**src/rtl/sevenseg_scan_rx.sv**
```systemverilog
// sevenseg_scan_rx
// Receiving end of a multiplexed seven-segment scan bus.
// - Synchronizes the scanning anode/segment lines.
// - Waits for each digit slot to settle, then decodes the glyph back to a hex nibble.
// - Publishes a 16-bit word once all four digits of a frame have been captured.
//
// Parameters
//   STABLE_CYC  : consecutive cycles the synchronized {an,seg} must be unchanged
//                 before a capture (>= 2)
//   TIMEOUT_CYC : cycles without a legal capture before lost asserts
//
// Ports
//   clk     in   system clock, all state on rising edge
//   rst     in   asynchronous active-high reset
//   an      in   [3:0] anode selects, active-low, an[i]=0 selects digit i
//   seg     in   [6:0] segment lines, active-low, seg[0]=a .. seg[6]=g
//   d       out  [15:0] last complete frame, d[4i+3:4i] = digit i
//   valid   out  one-cycle pulse on the cycle d updates
//   seen    out  [3:0] digits captured in the current frame
//   bad_pat out  one-cycle pulse when a settled pattern is not a hex glyph
//   lost    out  level, no legal capture for TIMEOUT_CYC cycles
module sevenseg_scan_rx #(
  parameter int STABLE_CYC  = 4,
  parameter int TIMEOUT_CYC = 1000000
) (
  input  logic        clk,
  input  logic        rst,
  input  logic [3:0]  an,
  input  logic [6:0]  seg,
  output logic [15:0] d,
  output logic        valid,
  output logic [3:0]  seen,
  output logic        bad_pat,
  output logic        lost
);

  localparam int SW = $clog2(STABLE_CYC + 1);
  localparam int TW = $clog2(TIMEOUT_CYC + 1);

  // The synchronized value has already been present for two cycles when the
  // stable counter starts at zero, so capture fires at count STABLE_CYC-2.
  localparam logic [SW-1:0] CAP_AT  = SW'(STABLE_CYC - 2);
  localparam logic [TW-1:0] TO_LAST = TW'(TIMEOUT_CYC - 1);
  localparam logic [TW-1:0] TO_MAX  = TW'(TIMEOUT_CYC);

  localparam logic [10:0] BLANK = {4'hF, 7'h7F};

  typedef enum logic [1:0] {
    IDLE,
    SETTLE,
    HOLD
  } state_t;

  state_t        state;
  state_t        state_next;
  logic [10:0]   sync1;
  logic [10:0]   sync2;
  logic [10:0]   prev;
  logic [SW-1:0] stable_cnt;
  logic [SW-1:0] stable_cnt_next;
  logic [TW-1:0] timeout_cnt;
  logic [15:0]   shadow;
  logic [15:0]   shadow_new;
  logic [3:0]    sync_an;
  logic [6:0]    sync_seg;
  logic [6:0]    pattern;
  logic          changed;
  logic          one_hot;
  logic [1:0]    idx;
  logic [3:0]    dig_mask;
  logic          legal;
  logic [3:0]    nibble;
  logic          capture;
  logic          cap_ok;
  logic          cap_bad;
  logic          frame_done;
  logic          timeout_hit;

  // Two-flop synchronizer on the whole bus, plus a one-cycle delayed copy
  // so that any change of the synchronized value can be detected.
  always_ff @(posedge clk or posedge rst) begin
    if (rst) begin
      sync1 <= BLANK;
      sync2 <= BLANK;
      prev  <= BLANK;
    end else begin
      sync1 <= {an, seg};
      sync2 <= sync1;
      prev  <= sync2;
    end
  end

  assign sync_an  = sync2[10:7];
  assign sync_seg = sync2[6:0];
  assign pattern  = ~sync_seg;
  assign changed  = (sync2 != prev);

  // Exactly one anode low selects a digit; blank or several anodes low do not.
  always_comb begin
    one_hot = 1'b1;
    idx     = 2'd0;
    case (sync_an)
      4'b1110: idx = 2'd0;
      4'b1101: idx = 2'd1;
      4'b1011: idx = 2'd2;
      4'b0111: idx = 2'd3;
      default: one_hot = 1'b0;
    endcase
  end

  assign dig_mask = 4'b0001 << idx;

  // Glyph decode on the active-high gfedcba pattern.
  always_comb begin
    legal  = 1'b1;
    nibble = 4'h0;
    case (pattern)
      7'h3F: nibble = 4'h0;
      7'h06: nibble = 4'h1;
      7'h5B: nibble = 4'h2;
      7'h4F: nibble = 4'h3;
      7'h66: nibble = 4'h4;
      7'h6D: nibble = 4'h5;
      7'h7D: nibble = 4'h6;
      7'h07: nibble = 4'h7;
      7'h7F: nibble = 4'h8;
      7'h6F: nibble = 4'h9;
      7'h77: nibble = 4'hA;
      7'h7C: nibble = 4'hB;
      7'h39: nibble = 4'hC;
      7'h5E: nibble = 4'hD;
      7'h79: nibble = 4'hE;
      7'h71: nibble = 4'hF;
      default: legal = 1'b0;
    endcase
  end

  // FSM state and stable counter registers.
  always_ff @(posedge clk or posedge rst) begin
    if (rst) begin
      state      <= IDLE;
      stable_cnt <= '0;
    end else begin
      state      <= state_next;
      stable_cnt <= stable_cnt_next;
    end
  end

  // Any change restarts settling regardless of state; HOLD blocks a second
  // capture of the same steady digit.
  always_comb begin
    state_next      = state;
    stable_cnt_next = stable_cnt;
    capture         = 1'b0;
    if (changed) begin
      stable_cnt_next = '0;
      state_next      = one_hot ? SETTLE : IDLE;
    end else begin
      case (state)
        IDLE: begin
          state_next = IDLE;
        end
        SETTLE: begin
          if (stable_cnt == CAP_AT) begin
            capture    = 1'b1;
            state_next = HOLD;
          end else begin
            stable_cnt_next = stable_cnt + SW'(1);
          end
        end
        HOLD: begin
          state_next = HOLD;
        end
        default: begin
          state_next = IDLE;
        end
      endcase
    end
  end

  assign cap_ok     = capture & legal;
  assign cap_bad    = capture & ~legal;
  assign frame_done = cap_ok && ((seen | dig_mask) == 4'hF);

  // Timeout only expires on a cycle without a legal capture, so a capture
  // landing on the last cycle wins.
  assign timeout_hit = !cap_ok && (timeout_cnt == TO_LAST);

  // Shadow with the current digit merged in, so a completing capture can
  // publish all four nibbles on the same edge.
  always_comb begin
    shadow_new = shadow;
    shadow_new[{idx, 2'b00} +: 4] = nibble;
  end

  // Saturating timeout counter, cleared by legal captures only.
  always_ff @(posedge clk or posedge rst) begin
    if (rst) begin
      timeout_cnt <= '0;
    end else if (cap_ok) begin
      timeout_cnt <= '0;
    end else if (timeout_cnt != TO_MAX) begin
      timeout_cnt <= timeout_cnt + TW'(1);
    end
  end

  // Frame assembly and status outputs. A timeout forgets the partial frame
  // progress but keeps the shadow nibbles.
  always_ff @(posedge clk or posedge rst) begin
    if (rst) begin
      shadow  <= '0;
      d       <= '0;
      valid   <= 1'b0;
      seen    <= '0;
      bad_pat <= 1'b0;
      lost    <= 1'b0;
    end else begin
      valid   <= frame_done;
      bad_pat <= cap_bad;
      if (cap_ok) begin
        shadow <= shadow_new;
        lost   <= 1'b0;
        if (frame_done) begin
          d    <= shadow_new;
          seen <= '0;
        end else begin
          seen <= seen | dig_mask;
        end
      end else if (timeout_hit) begin
        lost <= 1'b1;
        seen <= '0;
      end
    end
  end

endmodule

```
**config.mk**
```make
export PLATFORM = sky130hd
export DESIGN_NAME = sevenseg_scan_rx
export DESIGN_NICKNAME = d
export VERILOG_FILES = /design/src/rtl/sevenseg_scan_rx.sv
export SDC_FILE = /design/constraint.sdc
export NUM_CORES = 1
export LEC_CHECK = 0
export CORE_MARGIN = 4
export CORE_UTILIZATION = 55
export CTS_CLUSTER_DIAMETER = 200
export CTS_CLUSTER_SIZE = 12
export DETAILED_ROUTE_END_ITERATION = 8
export GPL_ROUTABILITY_DRIVEN = 0
export HOLD_SLACK_MARGIN = 0.08
export PLACE_DENSITY = 0.76
export SYNTH_ARGS = -nofsm -noshare
export SYNTH_HDL_FRONTEND = slang
export SYNTH_SLANG_ARGS = --single-unit
```
**constraint.sdc**
```tcl
create_clock -name clk -period 4.38 [get_ports clk]
set_clock_uncertainty 0.1 [all_clocks]
set_input_delay 0.876 -clock clk [delete_from_list [all_inputs] [get_ports clk]]
set_output_delay 0.876 -clock clk [all_outputs]
set_load 0.05 [all_outputs]
```
* Yosys cells after proc, flatten, opt, wreduce, memory -nomap -nowiden *
Index checks and enable logic that the tools add are counted.

cells by class
  add/subtract/negate cells = 3
  equal/unequal tests = 29
  shift operators = 3
  mux-type cells = 22
  bitwise operators = 5
  reduce and logical (&&, ||, !) cells = 10

operators with widths
  operator                count
  $eq 7x7->1 const B      12
  $pmux 4 s15             1
  $mux 20                 2
  $add 20x1->20 const B   1
  $eq 20x20->1 const B    1
  $ne 20x20->1 const B    1
  $bwmux 16               1
  $eq 4x4->1 const B      4
  $reduce_or 16->1        1
  $shift 4x6->16 const A  1
  $shiftx 4x6->16         1
  $eq 7x3->1 const B      2
  $eq 7x6->1 const B      2
  $mux 4                  3
  $ne 11x11->1            1
  $mux 3                  3
  $mux 1                  8
  $not 7->7               1
  $neg 4->6               1
  $pmux 2 s3              1
  $reduce_bool 2->1       3
  $eq 4x3->1 const B      1
  $mux 2                  2
  $or 4x4->4              1
  other kinds (14)        17

word-level totals
  flip-flop bits (word level) = 97
  input port bits = 13
  output and inout bits = 23
  logic and storage cells = 84

* Depth between registers and ports, before layout *
  word-level depth = 9
  depth in mapped cells = 11
  mapped depth without buffers = 10

* Worst setup path after synthesis *
OpenSTA, ideal clock, no wires.

  path kind = register -> register
  start point = register sync2[8]
  end point = register d[12]
  library setup time = 0.139 ns
  arrival time = 2.269 ns
  data required time = 4.141 ns
  setup slack = 1.871 ns
  cell stages (with the launch flop) = 12
  buffers on the path = 1
  clock period less this slack = 2.509 ns
  path through = dfstp_2 > xor2_1 > nand3_1 > inv_1 > ha_1 > o22a_1 > o221ai_1 > inv_1 > o311ai_2 > buf_2 > nand2_1 > o21ai_0

on the way
  word-level cells in the longest chain between the ends = 7
  elaborated cells between the ends (all ways) = 16
  classes of those cells = add/sub: 1; eq/ne: 5; shift: 3; mux: 3; bitwise: 2; reduce/logical: 2

RTL lines
  what                                               RTL line  text
  from (decl)                                        57        logic [10:0] sync2;
  from (signal assigned)                             88        sync2 <= sync1;
  branches (longest 7 deep; another with $neg 4->6)  n/a
  to (signal assigned)                               224       d <= shadow_new;
  to (decl)                                          30        output logic [15:0] d,

Several ways; the timed one is not identified.
A chain may end at the register's enable or synchronous reset.

* Worst setup path in the final report *
  start point = register sync2[8]
  end point = register d[13]

The elaborated chain is that of the path after synthesis.

==> results.cfg <==
[synthesis]
ys_top_cells_by_area = dfrtp_1 36%, dfstp_2 20%, xor2_1 4.4%, o2bb2ai_1 3.2%, nor2_1 3.1%
yosysSeqAreaShare_pct = 55.8
yosys.area.top_type = dfrtp_1
synth_area_um2 = 4420
avgSynthCellArea_um2 = 10.9
synth-main-ff-cell = dfrtp_1
synth_edf_count = 0
ys_ff_latch = 97
async_flop_share_pct = 100
synth_nets = 427
netlist.area_leader.share_pct = 36.2
synth_cell_types = 53
ys_warn_count = 0
syn_inst = 405

[cts]
htreeDepth = 3
clk_path_buf_depth = 2
clk_pin_slew_ps = 100
cts_made_buffers = 9
cts-resized-gates = 0
cts-root-buf = clkbuf_8
cts_hold_buf = 0
cts.sinks = 97
cts_tree = yes
clkLatencyLatePin_ps = 360
cts_setup_buffers = 0

[worst_setup_path]
cp-start-kind = register
worstPathArrival_ps = 3010
worstReg2RegStart = sync2[8]
crit_type = register to register
cp-startpoint = sync2[8]
end_kind = register
cp_max_fo = 33
required_ps = 4510

[global_routing]
grt_max_degree = 47
grt_antenna_before_repair = 0
grt_pass1_vias = 2795
grt-ovfl-total = 0
grt_pass1_wl_mm = 13.4
track_usage_pct = 17.4

[finish]
drive_gt1_share_pct = 15.3
antenna_cells = 0
final_util_pct = 64.3
final_area_um2 = 4990
syn_to_final_growth_pct = 12.9
final_nets = 460

[sta]
finalCriticalPeriod_ps = 2880
fmax_ghz = 0.347
slew_headroom_pct = 51.8
final.period_utilization_pct = 65.8
fin_setup_tns_ps = 0
slew_viol_final = 0
hold_viol = 0
rsz0062_at_grt = false
setup_viol = 0
tightest_slew_ps = 715

[routing]
vias_per_cell = 5.45
dr.pass1.iters = 5
drc_errors = 0
vias = 2971
drt_wl_total_mm = 7.91
drtAntennaViolNets = 0
drt_iter0_markers = 128
wire_per_inst_um = 14.5

[placed_design]
io_buffers = 35
dp_hpwl_mm = 5.66
dpl-instance-area_um2 = 4820

[pwr]
peakVddDrop_mv = 0.286
seqPwrFrac_pct = 60.6
clock_power_share_pct = 33.9
p_int_mw = 1.17
p_comb_share_pct = 5.4
power.switching_mw = 0.387
p_per_area_nw_per_um2 = 312
p_leak_nw = 2.11
p_sw_share_pct = 24.9
power_mw = 1.56

[die]
rows = 32
chipHeight_um = 97.7
initial_core_util_pct = 56.9
core_area_um2 = 7770
io_pins = 36
die-width_um = 97.7
die_area_um2 = 9540

[outcome]
status = finished, final reports clean

[run]
drv_cap = 0

[worst_hold_path]
hold_class = register to register
hp-start = sync1[3]
-- cell usage after synthesis (all sizes together) (2+ instances only) --
master,n
dfrtp,64
nor2,37
dfstp,33
nand2,33
a21oi,25
xor2,22
nor2b,20
o21ai,20
nand3,16
o2bb2ai,16
inv,14
buf,13
xnor2,12
ha,9
and3,8
nor4,7
a31oi,6
nor3,6
nand4,5
and4,3
clkbuf,3
nor3b,3
o211ai,3
a211oi,2
and2,2
nor4bb,2
or2,2
-- sequential cells by signal (all words and copies together), names as in the netlist --
register and cells:
lost 1, state 2, prev 11, stable_cnt 3, timeout_cnt 20, seen 4, sync1 11, shadow 16
valid 1, d 16, bad_pat 1, sync2 11
-- power groups by stage --
stage	clock network [mW]	registers, mW	logic (mW)
after floorplan	0	0.948	0.0704
after global placement	0	0.959	0.0840
after detailed placement	0	0.961	0.0861
after CTS	0.541	0.944	0.0864
after global routing	0.583	0.948	0.0958
final	0.528	0.944	0.0847
-- final cells by class --
| cell class | count | area, µm² |
|---|---|---|
| Tap cell | 102 | 128 |
| Inverter | 14 | 53.8 |
| Sequential cell | 97 | 2470 |
| Timing Repair Buffer | 38 | 373 |
| Multi-Input combinational cell | 278 | 1790 |
| Clock buffer | 9 | 124 |
| Fill cell | 640 | 2780 |
| Clock inverter | 7 | 51.3 |
-- routing by layer --
layer | vias to the layer above | track usage [%] | share of wire, %
li1 | 1477 | - | -
met1 | 1397 | 24.6 | 47
met2 | 79 | 25.8 | 45
met3 | 18 | 4.09 | 5.4
met4 | 0 | 7.77 | 2.6
met5 | - | 0 | 0
-- metrics by stage --
step	setup slack (ps)	std cells	hold WS, ps
6_report	1500	545	260
5_1_grt	1160	545	264
4_1_cts	1480	545	261
3_5_place_dp	1510	529	247
3_3_place_gp	1680	529	246
2_1_floorplan	925	405	245
-- cells in the final DEF (no fill, tap or decap), types with 13 or more instances in the layout --
cell type,count
dfstp_2,33
inv_1,13
o2bb2ai_1,16
dfrtp_1,64
clkdlybuf4s50_1,35
xor2_1,22
nand3_1,16
nor2_1,37
nor2b_1,20
nand2_1,29
a21oi_1,25
o21ai_0,17
-- worst max-delay path: stages, from the launching register on --
cell	delay [ps]
dfstp_2	600
xor2_1	150
nand3_1	210
inv_1	230
ha_1	350
o22a_1	200
o221ai_1	180
inv_1	180
o311ai_2	120
buf_4	240
nand2_1	100
o21ai_0	90
-- path summary, 6_finish.rpt --
| path | endpoint | slack (ps) | cells past startpoint |
|---|---|---|---|
| min | sync2[3] | 260 | 0 |
| min reg2reg | sync2[3] | 260 | 0 |
| max | d[13] | 1500 | 11 |
| max in group asynchronous | prev[5] | 2520 | 3 |
| max reg2reg | d[13] | 1500 | 11 |
| min in group asynchronous | lost | 830 | 2 |
-- cell families after synthesis --
family / share of synthesized area, %
AOI/OAI and AO/OA: 12.6
xor gates and xnor gates: 6.73
adders and majority gates: 2.55
buffers and inverters: 3.62
DFF: 55.8
muxes: 0.566
and+or+nand+nor: 18.1
Power figures use the tool's default switching activity.
==> edit (config.mk and constraints unchanged) <==
Make the reset (`rst`) synchronous in 4 clocked blocks. Comments in the files are not updated.
--- a/src/rtl/sevenseg_scan_rx.sv
+++ b/src/rtl/sevenseg_scan_rx.sv
@@ -79,5 +79,5 @@
   // Two-flop synchronizer on the whole bus, plus a one-cycle delayed copy
   // so that any change of the synchronized value can be detected.
-  always_ff @(posedge clk or posedge rst) begin
+  always_ff @(posedge clk) begin
     if (rst) begin
       sync1 <= BLANK;
@@ -137,5 +137,5 @@
 
   // FSM state and stable counter registers.
-  always_ff @(posedge clk or posedge rst) begin
+  always_ff @(posedge clk) begin
     if (rst) begin
       state      <= IDLE;
@@ -195,5 +195,5 @@
 
   // Saturating timeout counter, cleared by legal captures only.
-  always_ff @(posedge clk or posedge rst) begin
+  always_ff @(posedge clk) begin
     if (rst) begin
       timeout_cnt <= '0;
@@ -207,5 +207,5 @@
   // Frame assembly and status outputs. A timeout forgets the partial frame
   // progress but keeps the shadow nibbles.
-  always_ff @(posedge clk or posedge rst) begin
+  always_ff @(posedge clk) begin
     if (rst) begin
       shadow  <= '0;
Function: differs if rst is asserted again (counterexample within 10 cycles, from zero or initial values and one cycle with rst high); with rst held inactive, the same outputs for 10 cycles.
==> edit against the unedited design <==
  * Total power rose by 1.7%
  * Routed wire length rose by 8.7%
  * Final area fell by 2.5%
  * Area after synthesis is 2.7% lower
  * Highest routed layer unchanged
  * Largest power group unchanged
  * Critical endpoint is now d[5]
  * Worst setup slack lost 0.42 ns
  * Sequential cell count is the same
  * Cell count grew 8.4%
  * Count of clock-buffer cells in the layout rose by 1
==> edit: results <==
set metrics [dict create \
    status "complete, no violations" \
    drive_gt1_share_pct 12.4 \
    dr_total_vias 3328 \
    hp-class "flip-flop to flip-flop" \
    grt_pass1_wl_um 14800 \
    ctsLongestPathBuffers 2 \
    ys_async_sr_fraction_pct 0 \
    portBuffers 35 \
    synth_common_cells "97 x dfxtp_1, 54 x nor2_1, 36 x or2_2" \
    yosys_warnings 0 \
    track_usage_pct 20.3 \
    clock_latency_ns 0.36 \
    relSlewSlack_pct 49.9 \
    reg2reg_depth 11 \
    rr_endpoint "d[5]" \
    whs_path_depth 1 \
    reg2reg_from "sync2[8]" \
    synthTopCellsByArea "dfxtp_1 45%, xor2_1 5.3%, or2_2 5.2%" \
    power_leakage_uw 0.00168 \
    routedWlPerCell_um 14.5 \
    cts_setup_buffers 0 \
    intPower_uw 1210 \
    drt-initial-drc-count 180 \
    min_to "sync2[6]" \
    reg.largest.list "timeout_cnt x20, d x16, shadow x16" \
    synth.distinct_cells 55 \
    cts_buffers 9 \
    regToRegSetupSlack_ns 1.07 \
    peakVddDrop_uv 287 \
    grt_antenna_before_repair 0 \
    dp_hpwl_um 5910 \
    cp.arrival_ns 3.46 \
    yosysSeqAreaShare_pct 45.1 \
    critPathMaxFanout 13 \
    cts_resized 0 \
    insertedDiodeCount 0 \
    layout.nets 511 \
    cts.clk_slew.worst_paths_ns 0.09 \
    htree_levels 3 \
    hold_path.startpoint "sync1[6]" \
    firstDrtPassIters 5 \
    grt_pass1_vias 3185 \
    root_buffer "clkbuf_8" \
    grt_max_degree 45 \
    syn-num-nets 489 \
]
[edit: area by class of cell]
| class | instances | area (sq um) |
|---|---|---|
| Timing Repair Buffer | 38 | 368 |
| Tap cell | 99 | 124 |
| Clock inverter | 4 | 55.1 |
| Multi-Input combinational cell | 315 | 2130 |
| Sequential cell | 97 | 1940 |
| Inverter | 28 | 105 |
| Fill cell | 594 | 2540 |
| Clock buffer | 10 | 138 |
[edit: cells by family (layout without fill, tap and decap cells)]
family	count (synthesis)	in the layout	share of synthesized area (%)
adders and majority gates	9	9	2.62
muxes	18	18	4.22
AOI/OAI and AO/OA	66	66	11.9
and+or+nand+nor	189	189	24.2
buffers and inverters	55	80	5.26
DFF	97	97	45.1
xor gates and xnor gates	33	33	6.72
[edit: how the worst max path moves through the flow]
| stage | from | end | slack [ns] |
|---|---|---|---|
| floorplan | sync2[10] | d[10] | 1.29 |
| global placement | sync2[8] | d[9] | 1.30 |
| detailed placement | sync2[8] | d[5] | 1.13 |
| CTS | sync2[8] | d[5] | 1.11 |
| global route | sync2[8] | d[8] | 0.81 |
| finish | sync2[8] | d[5] | 1.07 |
[edit: power groups by stage]
stage	combinational, uW	clock (uW)	sequential (uW)
floorplan	80.0	0	925
global placement	90.9	0	935
detailed placement	94.4	0	936
CTS	94.9	583	916
global route	107	618	919
finish	95.3	573	916
[edit: metal layers]
layer | share of wire [%] | global-route usage (%) | vias to the layer above
met5 | 0 | 0 | -
met4 | 1.9 | 7.83 | 0
met3 | 5.1 | 4.26 | 13
met2 | 47 | 33.3 | 88
met1 | 46 | 26.2 | 1554
li1 | - | - | 1673
[edit: worst max-delay path: stages, from the launching register on]
cell and delay [ns]:
dfxtp_1 0.49, xor2_1 0.17, nand3_1 0.21, inv_1 0.23
ha_1 0.36, o22a_1 0.19, o21ai_0 0.12, o21bai_1 0.32
a311oi_4 0.38, buf_4 0.32, mux2i_1 0.25, nor2_1 0.05
[edit: stage by stage]
stage	hold slack, ns	instance area (sq um)	utilization, %	power (uW)	std cells
after floorplan	0.289	4300	-	1000	467
after global placement	0.291	4670	63.1	1030	577
after detailed placement	0.292	4670	63.1	1030	577
after CTS	0.313	4870	65.7	1590	591
after global routing	0.322	4870	65.7	1640	591
final	0.312	4870	65.7	1580	591
